### config.mk
export PLATFORM = sky130hd
export DESIGN_NAME = pipe_hazard_ctrl_flat
export DESIGN_NICKNAME = d
export VERILOG_FILES = /design/src/rtl/pipe_ctrl_pkg.sv /design/src/rtl/pipe_hazard_ctrl_if.sv /design/src/rtl/hazard_lu_detect.sv /design/src/rtl/pipe_hazard_ctrl.sv /design/src/flat_wrapper.sv
export SDC_FILE = /design/constraint.sdc
export NUM_CORES = 1
export LEC_CHECK = 0
export BUFFER_PORTS_ARGS = -buffer_cell sky130_fd_sc_hd__buf_4
export CELL_PAD_IN_SITES_DETAIL_PLACEMENT = 1
export CELL_PAD_IN_SITES_GLOBAL_PLACEMENT = 2
export CORE_MARGIN = 5
export CORE_UTILIZATION = 25
export DETAILED_ROUTE_END_ITERATION = 6
export PLACE_DENSITY_LB_ADDON = 0.1
export SLEW_MARGIN = 5
export SYNTH_ARGS = -nofsm -noshare
export SYNTH_HDL_FRONTEND = slang
export SYNTH_SLANG_ARGS = --single-unit
### constraint.sdc
create_clock -name clk -period 2 [get_ports clk]
set_input_delay 0 -clock clk [delete_from_list [all_inputs] [get_ports clk]]
set_output_delay 0 -clock clk [all_outputs]
set_load 0.02 [all_outputs]
### src/rtl/pipe_ctrl_pkg.sv
// Shared definitions for the pipeline hazard/control unit.
//   state_t  : controller FSM states (RUN, MEMWAIT)
//   ctrl_t   : packed bundle of the PC and pipeline-register control lines
//   CTRL_*   : the fixed control patterns the controller can emit
//   REG_ZERO : architectural zero register, never a real hazard source
package pipe_ctrl_pkg;

    typedef enum logic [0:0] {
        RUN     = 1'b0,
        MEMWAIT = 1'b1
    } state_t;

    localparam logic [4:0] REG_ZERO = 5'd0;
    localparam int         WAIT_W   = 8;

    // stall/flush bit order, MSB to LSB: ifid, idex, exmem, memwb
    typedef struct packed {
        logic       pc_stall;
        logic       pc_redirect;
        logic [3:0] stall;
        logic [3:0] flush;
    } ctrl_t;

    localparam ctrl_t CTRL_NONE  = '{1'b0, 1'b0, 4'b0000, 4'b0000};
    localparam ctrl_t CTRL_RESET = '{1'b1, 1'b0, 4'b1111, 4'b1111};
    // Memory wait: freeze everything up to EX/MEM, inject a bubble into MEM/WB.
    localparam ctrl_t CTRL_MEMW  = '{1'b1, 1'b0, 4'b1111, 4'b0001};
    // Redirect: squash the three younger stages; each flush carries its stall.
    localparam ctrl_t CTRL_TAKEN = '{1'b0, 1'b1, 4'b1110, 4'b1110};
    // Load-use: hold PC and IF/ID, bubble into ID/EX.
    localparam ctrl_t CTRL_LU    = '{1'b1, 1'b0, 4'b1100, 4'b0100};

    // True when a branch resolved in MEM is taken or a jump sits in MEM.
    function automatic logic redirect_taken(input logic branch,
                                            input logic zero,
                                            input logic jump);
        return (branch & zero) | jump;
    endfunction

endpackage

### src/rtl/pipe_hazard_ctrl_if.sv
// Bundle of hazard-detection inputs and pipeline-control outputs.
//   master : pipeline datapath side (drives hazard info, receives controls)
//   slave  : hazard controller side (receives hazard info, drives controls)
interface pipe_hazard_ctrl_if;

    logic [4:0] id_rs;
    logic [4:0] id_rt;
    logic       id_uses_rt;
    logic       ex_MemRead;
    logic [4:0] ex_rt;
    logic       mem_Branch;
    logic       mem_Zero;
    logic       mem_Jump;
    logic       mem_req;
    logic       mem_ready;

    logic       pc_stall;
    logic       pc_redirect;
    logic       ifid_stall;
    logic       idex_stall;
    logic       exmem_stall;
    logic       memwb_stall;
    logic       ifid_flush;
    logic       idex_flush;
    logic       exmem_flush;
    logic       memwb_flush;

    modport master (
        output id_rs, id_rt, id_uses_rt, ex_MemRead, ex_rt,
               mem_Branch, mem_Zero, mem_Jump, mem_req, mem_ready,
        input  pc_stall, pc_redirect,
               ifid_stall, idex_stall, exmem_stall, memwb_stall,
               ifid_flush, idex_flush, exmem_flush, memwb_flush
    );

    modport slave (
        input  id_rs, id_rt, id_uses_rt, ex_MemRead, ex_rt,
               mem_Branch, mem_Zero, mem_Jump, mem_req, mem_ready,
        output pc_stall, pc_redirect,
               ifid_stall, idex_stall, exmem_stall, memwb_stall,
               ifid_flush, idex_flush, exmem_flush, memwb_flush
    );

endinterface

### src/rtl/hazard_lu_detect.sv
// Combinational load-use hazard compare.
//   id_rs, id_rt, id_uses_rt : source operands of the instruction in ID
//   ex_mem_read, ex_rt       : load in ID/EX and its destination register
//   hazard                   : ID instruction needs the load result next cycle
module hazard_lu_detect
    import pipe_ctrl_pkg::*;
(
    input  logic [4:0] id_rs,
    input  logic [4:0] id_rt,
    input  logic       id_uses_rt,
    input  logic       ex_mem_read,
    input  logic [4:0] ex_rt,
    output logic       hazard
);

    logic rs_match_s;
    logic rt_match_s;

    assign rs_match_s = (ex_rt == id_rs);
    assign rt_match_s = id_uses_rt & (ex_rt == id_rt);

    // A load into the zero register never produces a value worth waiting for.
    assign hazard = ex_mem_read & (ex_rt != REG_ZERO) & (rs_match_s | rt_match_s);

endmodule

### src/rtl/pipe_hazard_ctrl.sv
// Central hazard / pipeline-control unit.
//   clk, rst   : pipeline clock, synchronous active-high reset
//   bus        : hazard inputs and PC / pipeline-register stall+flush outputs
//   mem_err    : sticky flag, a data-memory access exceeded MEM_TIMEOUT
//   stall_cnt  : saturating count of cycles with pc_stall asserted
// Control outputs decode combinationally from the FSM state and the current
// inputs so a hazard takes effect in the same cycle it is seen.
module pipe_hazard_ctrl
    import pipe_ctrl_pkg::*;
#(
    parameter int MEM_TIMEOUT = 15,
    parameter int CNT_W       = 16
) (
    input  logic              clk,
    input  logic              rst,
    pipe_hazard_ctrl_if.slave bus,
    output logic              mem_err,
    output logic [CNT_W-1:0]  stall_cnt
);

    localparam logic [WAIT_W-1:0] WAIT_LIMIT = WAIT_W'(MEM_TIMEOUT);
    localparam logic [WAIT_W-1:0] WAIT_ONE   = {{(WAIT_W-1){1'b0}}, 1'b1};
    localparam logic [CNT_W-1:0]  CNT_ONE    = {{(CNT_W-1){1'b0}}, 1'b1};

    state_t              state_r;
    logic [WAIT_W-1:0]   wait_cnt_r;
    logic                mem_err_r;
    logic [CNT_W-1:0]    stall_cnt_r;

    logic                lu_hazard_s;
    logic                taken_s;
    logic                mem_wait_s;
    ctrl_t               ctrl_s;

    hazard_lu_detect u_lu (
        .id_rs       (bus.id_rs),
        .id_rt       (bus.id_rt),
        .id_uses_rt  (bus.id_uses_rt),
        .ex_mem_read (bus.ex_MemRead),
        .ex_rt       (bus.ex_rt),
        .hazard      (lu_hazard_s)
    );

    assign taken_s    = redirect_taken(bus.mem_Branch, bus.mem_Zero, bus.mem_Jump);
    // A request completing in the same cycle is a zero-wait access.
    assign mem_wait_s = bus.mem_req & ~bus.mem_ready;

    // Output decode: reset pattern, then memory wait > redirect > load-use.
    always_comb begin
        ctrl_s = CTRL_NONE;
        if (rst) begin
            ctrl_s = CTRL_RESET;
        end else begin
            case (state_r)
                RUN: begin
                    if (mem_wait_s) begin
                        ctrl_s = CTRL_MEMW;
                    end else if (taken_s) begin
                        ctrl_s = CTRL_TAKEN;
                    end else if (lu_hazard_s) begin
                        ctrl_s = CTRL_LU;
                    end else begin
                        ctrl_s = CTRL_NONE;
                    end
                end
                // Includes the completion and timeout cycles; a branch held in
                // EX/MEM is only acted on once back in RUN.
                MEMWAIT: ctrl_s = CTRL_MEMW;
                default: ctrl_s = CTRL_NONE;
            endcase
        end
    end

    // FSM, memory wait counter, sticky error flag and stall statistics.
    always_ff @(posedge clk) begin
        if (rst) begin
            state_r     <= RUN;
            wait_cnt_r  <= '0;
            mem_err_r   <= 1'b0;
            stall_cnt_r <= '0;
        end else begin
            if (ctrl_s.pc_stall && (stall_cnt_r != {CNT_W{1'b1}})) begin
                stall_cnt_r <= stall_cnt_r + CNT_ONE;
            end else begin
                stall_cnt_r <= stall_cnt_r;
            end

            case (state_r)
                RUN: begin
                    if (mem_wait_s) begin
                        state_r    <= MEMWAIT;
                        wait_cnt_r <= WAIT_ONE;
                    end else begin
                        state_r    <= RUN;
                        wait_cnt_r <= '0;
                    end
                end
                MEMWAIT: begin
                    if (bus.mem_ready) begin
                        state_r    <= RUN;
                        wait_cnt_r <= '0;
                    end else if (wait_cnt_r == WAIT_LIMIT) begin
                        // Access is abandoned, not retried; pipeline resumes.
                        state_r    <= RUN;
                        wait_cnt_r <= '0;
                        mem_err_r  <= 1'b1;
                    end else begin
                        state_r    <= MEMWAIT;
                        wait_cnt_r <= wait_cnt_r + WAIT_ONE;
                    end
                end
                default: begin
                    state_r    <= RUN;
                    wait_cnt_r <= '0;
                end
            endcase
        end
    end

    assign bus.pc_stall    = ctrl_s.pc_stall;
    assign bus.pc_redirect = ctrl_s.pc_redirect;
    assign bus.ifid_stall  = ctrl_s.stall[3];
    assign bus.idex_stall  = ctrl_s.stall[2];
    assign bus.exmem_stall = ctrl_s.stall[1];
    assign bus.memwb_stall = ctrl_s.stall[0];
    assign bus.ifid_flush  = ctrl_s.flush[3];
    assign bus.idex_flush  = ctrl_s.flush[2];
    assign bus.exmem_flush = ctrl_s.flush[1];
    assign bus.memwb_flush = ctrl_s.flush[0];

    assign mem_err   = mem_err_r;
    assign stall_cnt = stall_cnt_r;

endmodule

### src/flat_wrapper.sv
// flat-port wrapper written by rule: the top's interface ports become plain ports
module pipe_hazard_ctrl_flat import pipe_ctrl_pkg::*;
#(
    parameter int MEM_TIMEOUT = 15,
    parameter int CNT_W       = 16
)
  (clk, rst, mem_err, stall_cnt, bus_id_rs, bus_id_rt, bus_id_uses_rt, bus_ex_MemRead, bus_ex_rt, bus_mem_Branch, bus_mem_Zero, bus_mem_Jump, bus_mem_req, bus_mem_ready, bus_pc_stall, bus_pc_redirect, bus_ifid_stall, bus_idex_stall, bus_exmem_stall, bus_memwb_stall, bus_ifid_flush, bus_idex_flush, bus_exmem_flush, bus_memwb_flush);
  pipe_hazard_ctrl_if bus_i ();
  input  logic clk;
  input  logic rst;
  output logic mem_err;
  output logic [CNT_W-1:0] stall_cnt;
  input wire logic [$bits(bus_i.id_rs)-1:0] bus_id_rs;
  input wire logic [$bits(bus_i.id_rt)-1:0] bus_id_rt;
  input wire logic [$bits(bus_i.id_uses_rt)-1:0] bus_id_uses_rt;
  input wire logic [$bits(bus_i.ex_MemRead)-1:0] bus_ex_MemRead;
  input wire logic [$bits(bus_i.ex_rt)-1:0] bus_ex_rt;
  input wire logic [$bits(bus_i.mem_Branch)-1:0] bus_mem_Branch;
  input wire logic [$bits(bus_i.mem_Zero)-1:0] bus_mem_Zero;
  input wire logic [$bits(bus_i.mem_Jump)-1:0] bus_mem_Jump;
  input wire logic [$bits(bus_i.mem_req)-1:0] bus_mem_req;
  input wire logic [$bits(bus_i.mem_ready)-1:0] bus_mem_ready;
  output wire logic [$bits(bus_i.pc_stall)-1:0] bus_pc_stall;
  output wire logic [$bits(bus_i.pc_redirect)-1:0] bus_pc_redirect;
  output wire logic [$bits(bus_i.ifid_stall)-1:0] bus_ifid_stall;
  output wire logic [$bits(bus_i.idex_stall)-1:0] bus_idex_stall;
  output wire logic [$bits(bus_i.exmem_stall)-1:0] bus_exmem_stall;
  output wire logic [$bits(bus_i.memwb_stall)-1:0] bus_memwb_stall;
  output wire logic [$bits(bus_i.ifid_flush)-1:0] bus_ifid_flush;
  output wire logic [$bits(bus_i.idex_flush)-1:0] bus_idex_flush;
  output wire logic [$bits(bus_i.exmem_flush)-1:0] bus_exmem_flush;
  output wire logic [$bits(bus_i.memwb_flush)-1:0] bus_memwb_flush;
  assign bus_i.id_rs = bus_id_rs;
  assign bus_i.id_rt = bus_id_rt;
  assign bus_i.id_uses_rt = bus_id_uses_rt;
  assign bus_i.ex_MemRead = bus_ex_MemRead;
  assign bus_i.ex_rt = bus_ex_rt;
  assign bus_i.mem_Branch = bus_mem_Branch;
  assign bus_i.mem_Zero = bus_mem_Zero;
  assign bus_i.mem_Jump = bus_mem_Jump;
  assign bus_i.mem_req = bus_mem_req;
  assign bus_i.mem_ready = bus_mem_ready;
  assign bus_pc_stall = bus_i.pc_stall;
  assign bus_pc_redirect = bus_i.pc_redirect;
  assign bus_ifid_stall = bus_i.ifid_stall;
  assign bus_idex_stall = bus_i.idex_stall;
  assign bus_exmem_stall = bus_i.exmem_stall;
  assign bus_memwb_stall = bus_i.memwb_stall;
  assign bus_ifid_flush = bus_i.ifid_flush;
  assign bus_idex_flush = bus_i.idex_flush;
  assign bus_exmem_flush = bus_i.exmem_flush;
  assign bus_memwb_flush = bus_i.memwb_flush;
  pipe_hazard_ctrl #(.MEM_TIMEOUT(MEM_TIMEOUT), .CNT_W(CNT_W)) u_core (.clk(clk), .rst(rst), .bus(bus_i), .mem_err(mem_err), .stall_cnt(stall_cnt));
endmodule
# Word-level counts from Yosys, hierarchy flattened
# Index checks and enable logic that the tools add are counted.
[word_totals] ff_bits=26 input_bits=24 output_inout_bits=27
[classes] add_sub_neg=2 n_eq_ne=4 bitwise=9 n_mux=13 reduce_logical=3
[op_table] operator="$mux W10" n=4
[op_table] operator="$pmux W10 S2" n=1
[op_table] operator="$add A16 B1 Y16 const B" n=1
[op_table] operator="$mux W8" n=2
[op_table] operator="$ne A16 B16 Y1 const B" n=1
[op_table] operator="$pmux W8 S2" n=1
[op_table] operator="$eq A5 B5 Y1" n=2
[op_table] operator="$add A8 B1 Y8 const B" n=1
[op_table] operator="$eq A8 B4 Y1 const B" n=1
[op_table] operator="$and A1 B1 Y1" n=5
[op_table] operator="$reduce_bool A5 Y1" n=1
[op_table] operator="$mux W1" n=4
[op_table] operator="$reduce_and A3 Y1" n=1
[op_table] operator="$not A1 Y1" n=2
[op_table] operator="$or A1 B1 Y1" n=2
[op_table] operator="$pmux W1 S2" n=1
[op_table] operator="$logic_and A1 B1 Y1" n=1

# Logic depth before layout (Yosys ltp)
# Gate-level depths: netlist of run 1.
[depth] depth_word=10 ltp_mapped=10 depth_no_buf=7

# By module
# From an unflattened synthesis of run 1, not the netlist that was laid out.
[hier_totals] cells_unflattened=178 hier_area_um2=1560.2
[modules_own_cells] module="pipe_hazard_ctrl" cells_each=161 seq_area_each_um2=520.5 instances=1 area_per_inst_um2=1427.6
[modules_own_cells] module="hazard_lu_detect" cells_each=17 seq_area_each_um2=0.0 instances=1 area_per_inst_um2=132.6

# Worst setup path before layout of run 1
# OpenSTA, ideal clock, no wires.
[synth_path] path_kind="register to register" from="register u_core.stall_cnt_r[0], in the netlist u_core.stall_cnt[0]" to="register u_core.stall_cnt_r[11], in the netlist u_core.stall_cnt[11]" slack_ns=-0.069 arrival_time_ns=1.999 setup_ns=0.070 n_path_buf=2 stages_incl_launch_ff=10 synth_period_minus_slack_ns=2.069 path_cell_list="dfxtp_1 > ha_1 > and3_1 > buf_2 > and3_4 > a211oi_2 > a21oi_2 > buf_6 > or3_1 > a21oi_1"
[synth_via] elab_chain_cells=2
[synth_lines] element="start: declaration" line="pipe_hazard_ctrl.sv:28" source="logic [CNT_W-1:0] stall_cnt_r;"
[synth_lines] element="start signal: assignment" line="pipe_hazard_ctrl.sv:83" source="stall_cnt_r <= stall_cnt_r + CNT_ONE;"
[synth_lines] element="start signal: assignment" line="pipe_hazard_ctrl.sv:85" source="stall_cnt_r <= stall_cnt_r;"
[synth_lines] element="branches (longest 2 deep; another with $add A16 B1 Y16)"
# Several ways; the timed one is not identified.
# A chain may end at the register's enable or synchronous reset.

# Worst setup path after layout of run 1
[layout_path] from="register u_core.stall_cnt_r[1], in the netlist u_core.stall_cnt[1]" to="register u_core.stall_cnt_r[14], in the netlist u_core.stall_cnt[14]"
# The elaborated chain is that of the path after synthesis.

==> metrics.md, run 1 <==
| Metric | Value |
|---|---|
| Clk slew on worst S/H paths | 0.10 ns |
| DIE WIDTH | between 80 and 90 µm |
| Buffers on Ports | 50 |
| Final ANT Viol Nets | 0 |
| Fraction of final layout cells sized beyond drive strength 1 | 37.0% |
| Commonest cells after routing, fill and taps aside | buf_4, dfxtp_1, nor2_1 |
| Worst Hold Depth | 3 |
| Post-route clock skew | ~0.0096 ns |
| Power share of the combinational group | about a fifth |
| Clk sinks | 26 |
| Max H-tree Level | 1 |
| Core Region | ~0.0055 mm² |
| Avg Cell Area, Syn | slightly above 8 µm² |
| CTS root buf | clkbuf_8 |
| Setup violators final | 0 |
| GRT Overall Usage | 12.1% |
| Status | completed |
| Via density | 4.88 |
| CP max stage delay | ~0.40 ns |
| Via count | 1,499 |
| RSZ-0062 raised after global routing | true |
| FF+latch area | 524 µm² |
| Setup ws final | about 0.019 ns |
| Drt first-iter violations | 17 |
| Final hold vios | 0 |
| Synth top area cells | dfxtp_1, xnor2_1, or3_1, a21oi_1, nor2_1 |
| Tcrit/Tclk final | between 90% and 100% |
| Vias in the first global route | 1,583 |
| Syn nets | 199 |
| Crit path top cell by count | and3_4 |
| Area of the multi-input gates | approximately 860 µm² |
| Sequential share of power | 43.3% |
| Max_slew headroom | a little over two thirds |
| Clock Path Buffers | 2 |
| Worst VDD drop | 0.321 mV |
| Cts bufs inserted | 3 |
| WL/cell | 15.1 µm |
| Setup CP Type | register to register |
| Leakage | approximately 0.84 nW |
| R2r setup slk | ~0.019 ns |
| Setup TNS | 0 ns |
| Hold crit path type | primary input to register |
| Most common cell after layout, fill and taps aside | buf_4 |
| Post-synth top area share | roughly 36% |
| WP data arrival | roughly 2.2 ns |
| Net load switching power | roughly 0.00031 W |
| Mapped Area | between 0.001 and 0.0015 mm² |
| Max frequency | 505 MHz |
| Fin. max-slew vios | 0 |
| DRC viols | 0 |
| Slowest-stage cell, CP | or4_1 |
| Largest net degree at the start of global routing | 22 |
| Clk Latency, worst-skew pair | about 0.28 ns |
| Minimum clock period | a little under 2 ns |
| Reg2Reg Capture Point | u_core.stall_cnt[14] |
| Total power | 0.00124 W |
| Area leader, netlist | dfxtp_1 |
| Worst reg-to-reg path cell count | 8 |
| Reg-to-reg startpoint | u_core.stall_cnt[1] |
| Fin nets | 262 |
| Gp weighted congestion | 0.816 |
| Full die area | around 0.0074 mm² |
| P&R area growth vs syn | 49.4% |
| First-pass GRT wire length | 7170 µm |
| Die height | between 80 and 90 µm |
| Initial antenna violation count | 0 |
| DRT Pass-1 Iters | 4 |
| Seq/Total Area, Yosys | a little over a third |
| HP Start | bus_mem_req |
| Syn Inst Count | 173 |
| Ant. Diodes | 0 |
| Destination of the worst hold path | u_core.state_r |
| Crit start category | register |
| PD cells | between 500 and 600 mW/mm² |
| CTS tree | built |
| Yosys reg bits | 26 |
| IO Count | 51 |
| CP max FO | 7 |
| Grt ovf | 0 |
| Post-synth cell types | 40 |
| Slew @ Worst Pin | roughly 0.44 ns |
| Internal Power | roughly 0.00093 W |
| Setup crit end kind | register |
| Worst path cell trace | ha_4 > and3_4 > and3_4 > a211oi_4 > a21oi_4 > buf_12 > or4_1 > a21oi_1 |
| Clk network pwr share | between 30% and 40% |
| Number of max-cap violations | 0 |
| Fillcell total | between 600 and 700 |
| YS warnings | 0 |
| Routed WL | 4630 µm |
| Starting Density | ~26% |
| Switching Share | around 25% |
| CP Data Required Time | between 2 and 2.5 ns |
| Final HPWL DP | around 3500 µm |
| FP Rows | 27 |
| Pre-CTS setup slack | -0.00990 ns |
[worst max path at each step]
stage	from	endpoint	slack, ns	cells past startpoint
after CTS	u_core.stall_cnt[1]	u_core.stall_cnt[3]	0.02	8
final	u_core.stall_cnt[1]	u_core.stall_cnt[14]	0.02	8
after floorplan	u_core.stall_cnt[0]	u_core.stall_cnt[11]	0.02	9
after global routing	u_core.stall_cnt[0]	u_core.stall_cnt[14]	-0.05	8
after global placement	u_core.stall_cnt[0]	u_core.stall_cnt[14]	0.05	8
after detailed placement	u_core.stall_cnt[0]	u_core.stall_cnt[14]	-0.01	8
[synth_stat cells (all sizes together)]
library cell / instances
a2111oi: 1
a211oi: 1
a21boi: 1
a21o: 1
a21oi: 17
a31oi: 1
and2: 1
and3: 3
and4: 4
buf: 8
clkbuf: 3
dfxtp: 26
ha: 2
inv: 5
mux2i: 1
nand2: 9
nand2b: 2
nand3: 11
nand4: 5
nor2: 15
nor2b: 1
nor3: 2
o21ai: 15
o22ai: 1
o31ai: 2
or2: 1
or3: 13
or4: 3
or4b: 1
xnor2: 13
xor2: 4
[timing repair]
item / in CTS / in global routing
endpoints found under the hold margin: 1 / 0
pin swaps: 4 / 7
setup buffers: 1 / 1
hold buffers: 1 / 0
setup endpoints to repair: 1 / 13
gates cloned: 1 / 1
gates resized for setup: 2 / 10
[power by group through the flow]
| stage | sequential, W | combinational [W] | clock (W) |
|---|---|---|---|
| CTS | 0.000534 | 0.000240 | 0.000468 |
| floorplan | 0.000558 | 0.000108 | 0 |
| global placement | 0.000546 | 0.000215 | 0 |
| finish | 0.000537 | 0.000255 | 0.000449 |
| detailed placement | 0.000546 | 0.000220 | 0 |
| global route | 0.000538 | 0.000276 | 0.000485 |
[sequential cells by signal (all words and copies together) (netlist names)]
register,count
u_core.state_r,1
u_core.stall_cnt,16
u_core.mem_err,1
u_core.wait_cnt_r,8
[per-stage QoR]
| stage | area [µm²] | util, % | std cells | hold WS [ns] |
|---|---|---|---|---|
| final | 2150 | 38.8 | 307 | 0.0288 |
| after floorplan | 1440 | - | 173 | 0.103 |
| after global routing | 2150 | 38.8 | 307 | 0.0574 |
| after CTS | 2070 | 37.4 | 305 | 0.0256 |
| after detailed placement | 1940 | 35.0 | 298 | 0.239 |
| after global placement | 1940 | 35.0 | 298 | 0.225 |
[logic make-up (layout without fill, tap and decap cells)]
family                   Yosys count  after routing  synth area share (%)
AND/OR/NAND/NOR                   71             71                  27.3
AO/OA/AOI/OAI                     40             40                  16.5
flip-flops                        26             26                  36.2
XOR/XNOR                          17             17                  10.3
buffers and inverters             16             78                  7.22
adder cells (fa/ha/maj)            2              2                  1.74
multiplexers                       1              1                 0.696
[routing by layer]
layer  vias to the layer above  wire [µm]  GRT usage, %
met3                         6        215          2.88
li1                        737          -             -
met5                         -          0             0
met4                         0         80          4.89
met2                        31       2460          21.7
met1                       725       1880          13.8
[worst max-delay path, delay by kind of cell (launching register included)]
family                   cells  cell delay, ns
AND/OR/NAND/NOR              3            0.76
AO/OA/AOI/OAI                3            0.50
flip-flops                   1            0.35
adder cells (fa/ha/maj)      1            0.15
buffers and inverters        1            0.15
[layout make-up]
type | instances | share of cell area, %
clock buffers | 3 | 1.92
inverters | 5 | 0.873
flip-flops and latches | 26 | 24.4
well taps | 72 | 4.19
clock inverters | 1 | 1.40
repair buffers | 69 | 27.1
multi-input cells | 131 | 40.1
(Power assumes the default switching activity.)
==> run 2, diff against run 1 <==
--- a/config.mk
+++ b/config.mk
@@ -9,8 +9,9 @@
 export CELL_PAD_IN_SITES_DETAIL_PLACEMENT = 1
 export CELL_PAD_IN_SITES_GLOBAL_PLACEMENT = 2
 export CORE_MARGIN = 5
-export CORE_UTILIZATION = 25
+export CORE_UTILIZATION = 29
 export DETAILED_ROUTE_END_ITERATION = 6
+export MAX_ROUTING_LAYER = met4
 export PLACE_DENSITY_LB_ADDON = 0.1
 export SLEW_MARGIN = 5
 export SYNTH_ARGS = -nofsm -noshare
==> constraint.sdc (replaced) <==
create_clock -name clk -period 2.47 [get_ports clk]
set_input_delay 0 -clock clk [delete_from_list [all_inputs] [get_ports clk]]
set_output_delay 0 -clock clk [all_outputs]
set_load 0.02 [all_outputs]
==> run 2 against run 1 <==
  * Non-clock buffer count decreased by 15
  * Clock skew decreased by 0.0085 ns
  * Register-to-register slack improved by 0.32 ns
  * Clock power decreased by 38%
  * Flip-flop and latch count unchanged
  * Global-route usage increased by 0.89 points
  * Critical endpoint unchanged
  * Largest power group unchanged
  * Highest routed layer unchanged
==> metrics.md, run 2 (synthesis gave the netlist of run 1 again) <==
| Metric | Value |
|---|---|
| HP Start | bus_mem_req |
| Tcrit/Tclk final | 86.3% |
| Commonest cells after routing, fill and taps aside | buf_4, dfxtp_1, a21oi_1 |
| Initial antenna violation count | 0 |
| DIE WIDTH | between 80 and 90 µm |
| Layout Cells excl Fill | between 200 and 300 |
| Largest net degree at the start of global routing | 22 |
| Max_slew headroom | a little over three fifths |
| Final hold vios | 0 |
| Placed Area | around 0.0018 mm² |
| Reg-to-reg startpoint | u_core.stall_cnt[0] |
| First-pass GRT wire length | about 6500 µm |
| Clk network pwr share | between 30% and 40% |
| Power share of the combinational group | between 15 and 20% |
| Status | completed |
| Switching Share | 25.7% |
| Final instance area | approximately 0.0019 mm² |
| Final ANT Viol Nets | 0 |
| CTS resizes | 0 |
| Via density | ~4.9 |
| Internal Power | 0.000644 W |
| Net load switching power | 0.000223 W |
| Slowest-stage cell, CP | or4_1 |
| RSZ-0062 raised after global routing | false |
| Clk slew on worst S/H paths | ~0.090 ns |
| Worst VDD drop | around 0.18 mV |
| Setup TNS | 0 ns |
| DRC viols | 0 |
| Fin nets | approximately 250 |
| Cts bufs inserted | 3 |
| Setup violators final | 0 |
| PD cells | roughly 460 mW/mm² |
| Max frequency | approximately 470 MHz |
| DRT Pass-1 Iters | 4 |
| Worst path bufs/invs | 1 |
| P&R area growth vs syn | 32.1% |
| Max FFs per register | 16 |
| CP delay by family, top | simple AND/OR/NAND/NOR gates |
| Clk sinks | 26 |
| Setup crit end kind | register |
| CP Data Required Time | 2.68 ns |
| Leakage | 0.725 nW |
| CP max FO | 16 |
| Buffers on Ports | 50 |
| Fraction of final layout cells sized beyond drive strength 1 | about 29% |
| Most common cell after layout, fill and taps aside | buf_4 |
| WP data arrival | around 2.3 ns |
| Core Region | ~0.0048 mm² |
| Number of max-cap violations | 0 |
| FP Rows | 25 |
| Die height | 80.4 µm |
| GRT Overall Usage | around an eighth |
| Clk Latency, worst-skew pair | approximately 0.27 ns |
| Routed WL | approximately 3900 µm |
| Vias in the first global route | between 1.5k and 2k |
| IO Count | 51 |
| Crit start category | register |
| CTS tree | built |
| CP Launch Point | u_core.stall_cnt[0] |
| Drt first-iter violations | 43 |
| Hold crit path type | primary input to register |
| Gp weighted congestion | approximately 0.75 |
| Max H-tree Level | 1 |
| WL/cell | approximately 14 µm |
| Grt ovf | 0 |
| CP max stage delay | around 0.46 ns |
| Final HPWL DP | 3130 µm |
| Post-placement cell count | about 280 |
| Post-route clock skew | 0.00112 ns |
| Minimum clock period | about 2.1 ns |
| Fin. max-slew vios | 0 |
| Slew @ Worst Pin | 0.559 ns |
| Sequential share of power | between 50% and 60% |
| Clock Path Buffers | 2 |
| Full die area | 0.00647 mm² |
| Via count | around 1.4k |
| Setup CP Type | register to register |
| CTS root buf | clkbuf_8 |
| Worst path cell trace | ha_1 > and3_1 > and3_4 > a211oi_2 > a21oi_2 > buf_4 > or4_1 > a21oi_1 |
| Ant. Diodes | 0 |
| Starting Density | 30.1% |
run 2: changes by cell type in the layout (fill, tap and decap cells not counted), moves of 2 or more:
cell	change
a21oi_1	+2
buf_4	-11
dfxtp_1	+3
dfxtp_2	-3
run 2: worst paths after layout:
path,end,slack [ns],depth (start not counted)
worst max-delay path,u_core.stall_cnt[14],0.34,8
worst min-delay path,u_core.state_r,0.03,3
worst max register to register,u_core.stall_cnt[14],0.34,8
worst min register to register,u_core.mem_err,0.49,2
run 2: power by group through the flow:
stage | Combinational (W) | Clock (W) | Sequential, W
floorplan | 0.0000875 | 0 | 0.000450
global placement | 0.000153 | 0 | 0.000444
detailed placement | 0.000156 | 0 | 0.000445
CTS | 0.000157 | 0.000295 | 0.000436
global route | 0.000169 | 0.000313 | 0.000438
finish | 0.000154 | 0.000277 | 0.000435
run 2: worst min-delay path, cell delays in order:
cell and delay (ns):
buf_4 0.11, nor2_1 0.07, a2111oi_0 0.08
run 2: layout make-up:
class	count	area, µm²
well taps	67	83.8
inverters	5	18.8
fillers	594	2890
multi-input cells	131	815
repair buffers	54	408
flip-flops and latches	26	520
clock buffers	4	55.1
run 2: per-stage QoR:
| stage | utilization, % | power, W | worst slack (ns) | hold slack [ns] |
|---|---|---|---|---|
| 5_1_grt | 39.7 | 0.000920 | 0.215 | 0.0657 |
| 6_report | 39.7 | 0.000867 | 0.339 | 0.0341 |
| 2_1_floorplan | - | 0.000538 | 0.401 | 0.103 |
| 3_3_place_gp | 38.4 | 0.000597 | 0.407 | 0.221 |
| 3_5_place_dp | 38.4 | 0.000601 | 0.360 | 0.233 |
| 4_1_cts | 39.7 | 0.000887 | 0.327 | 0.0286 |
run 2: routing by layer:
metal	vias to the layer above	share of wire, %	global-route usage, %
met4	0	1.0	4.39
met1	659	42	14.6
met2	26	53	22.9
met3	4	4.1	2.69
li1	709	-	-
met5	-	0	-
run 2: timing repair:
action,4_1_cts,5_1_grt
hold buffers,1,0
buffers inserted,0,0
hold endpoints to repair,1,0
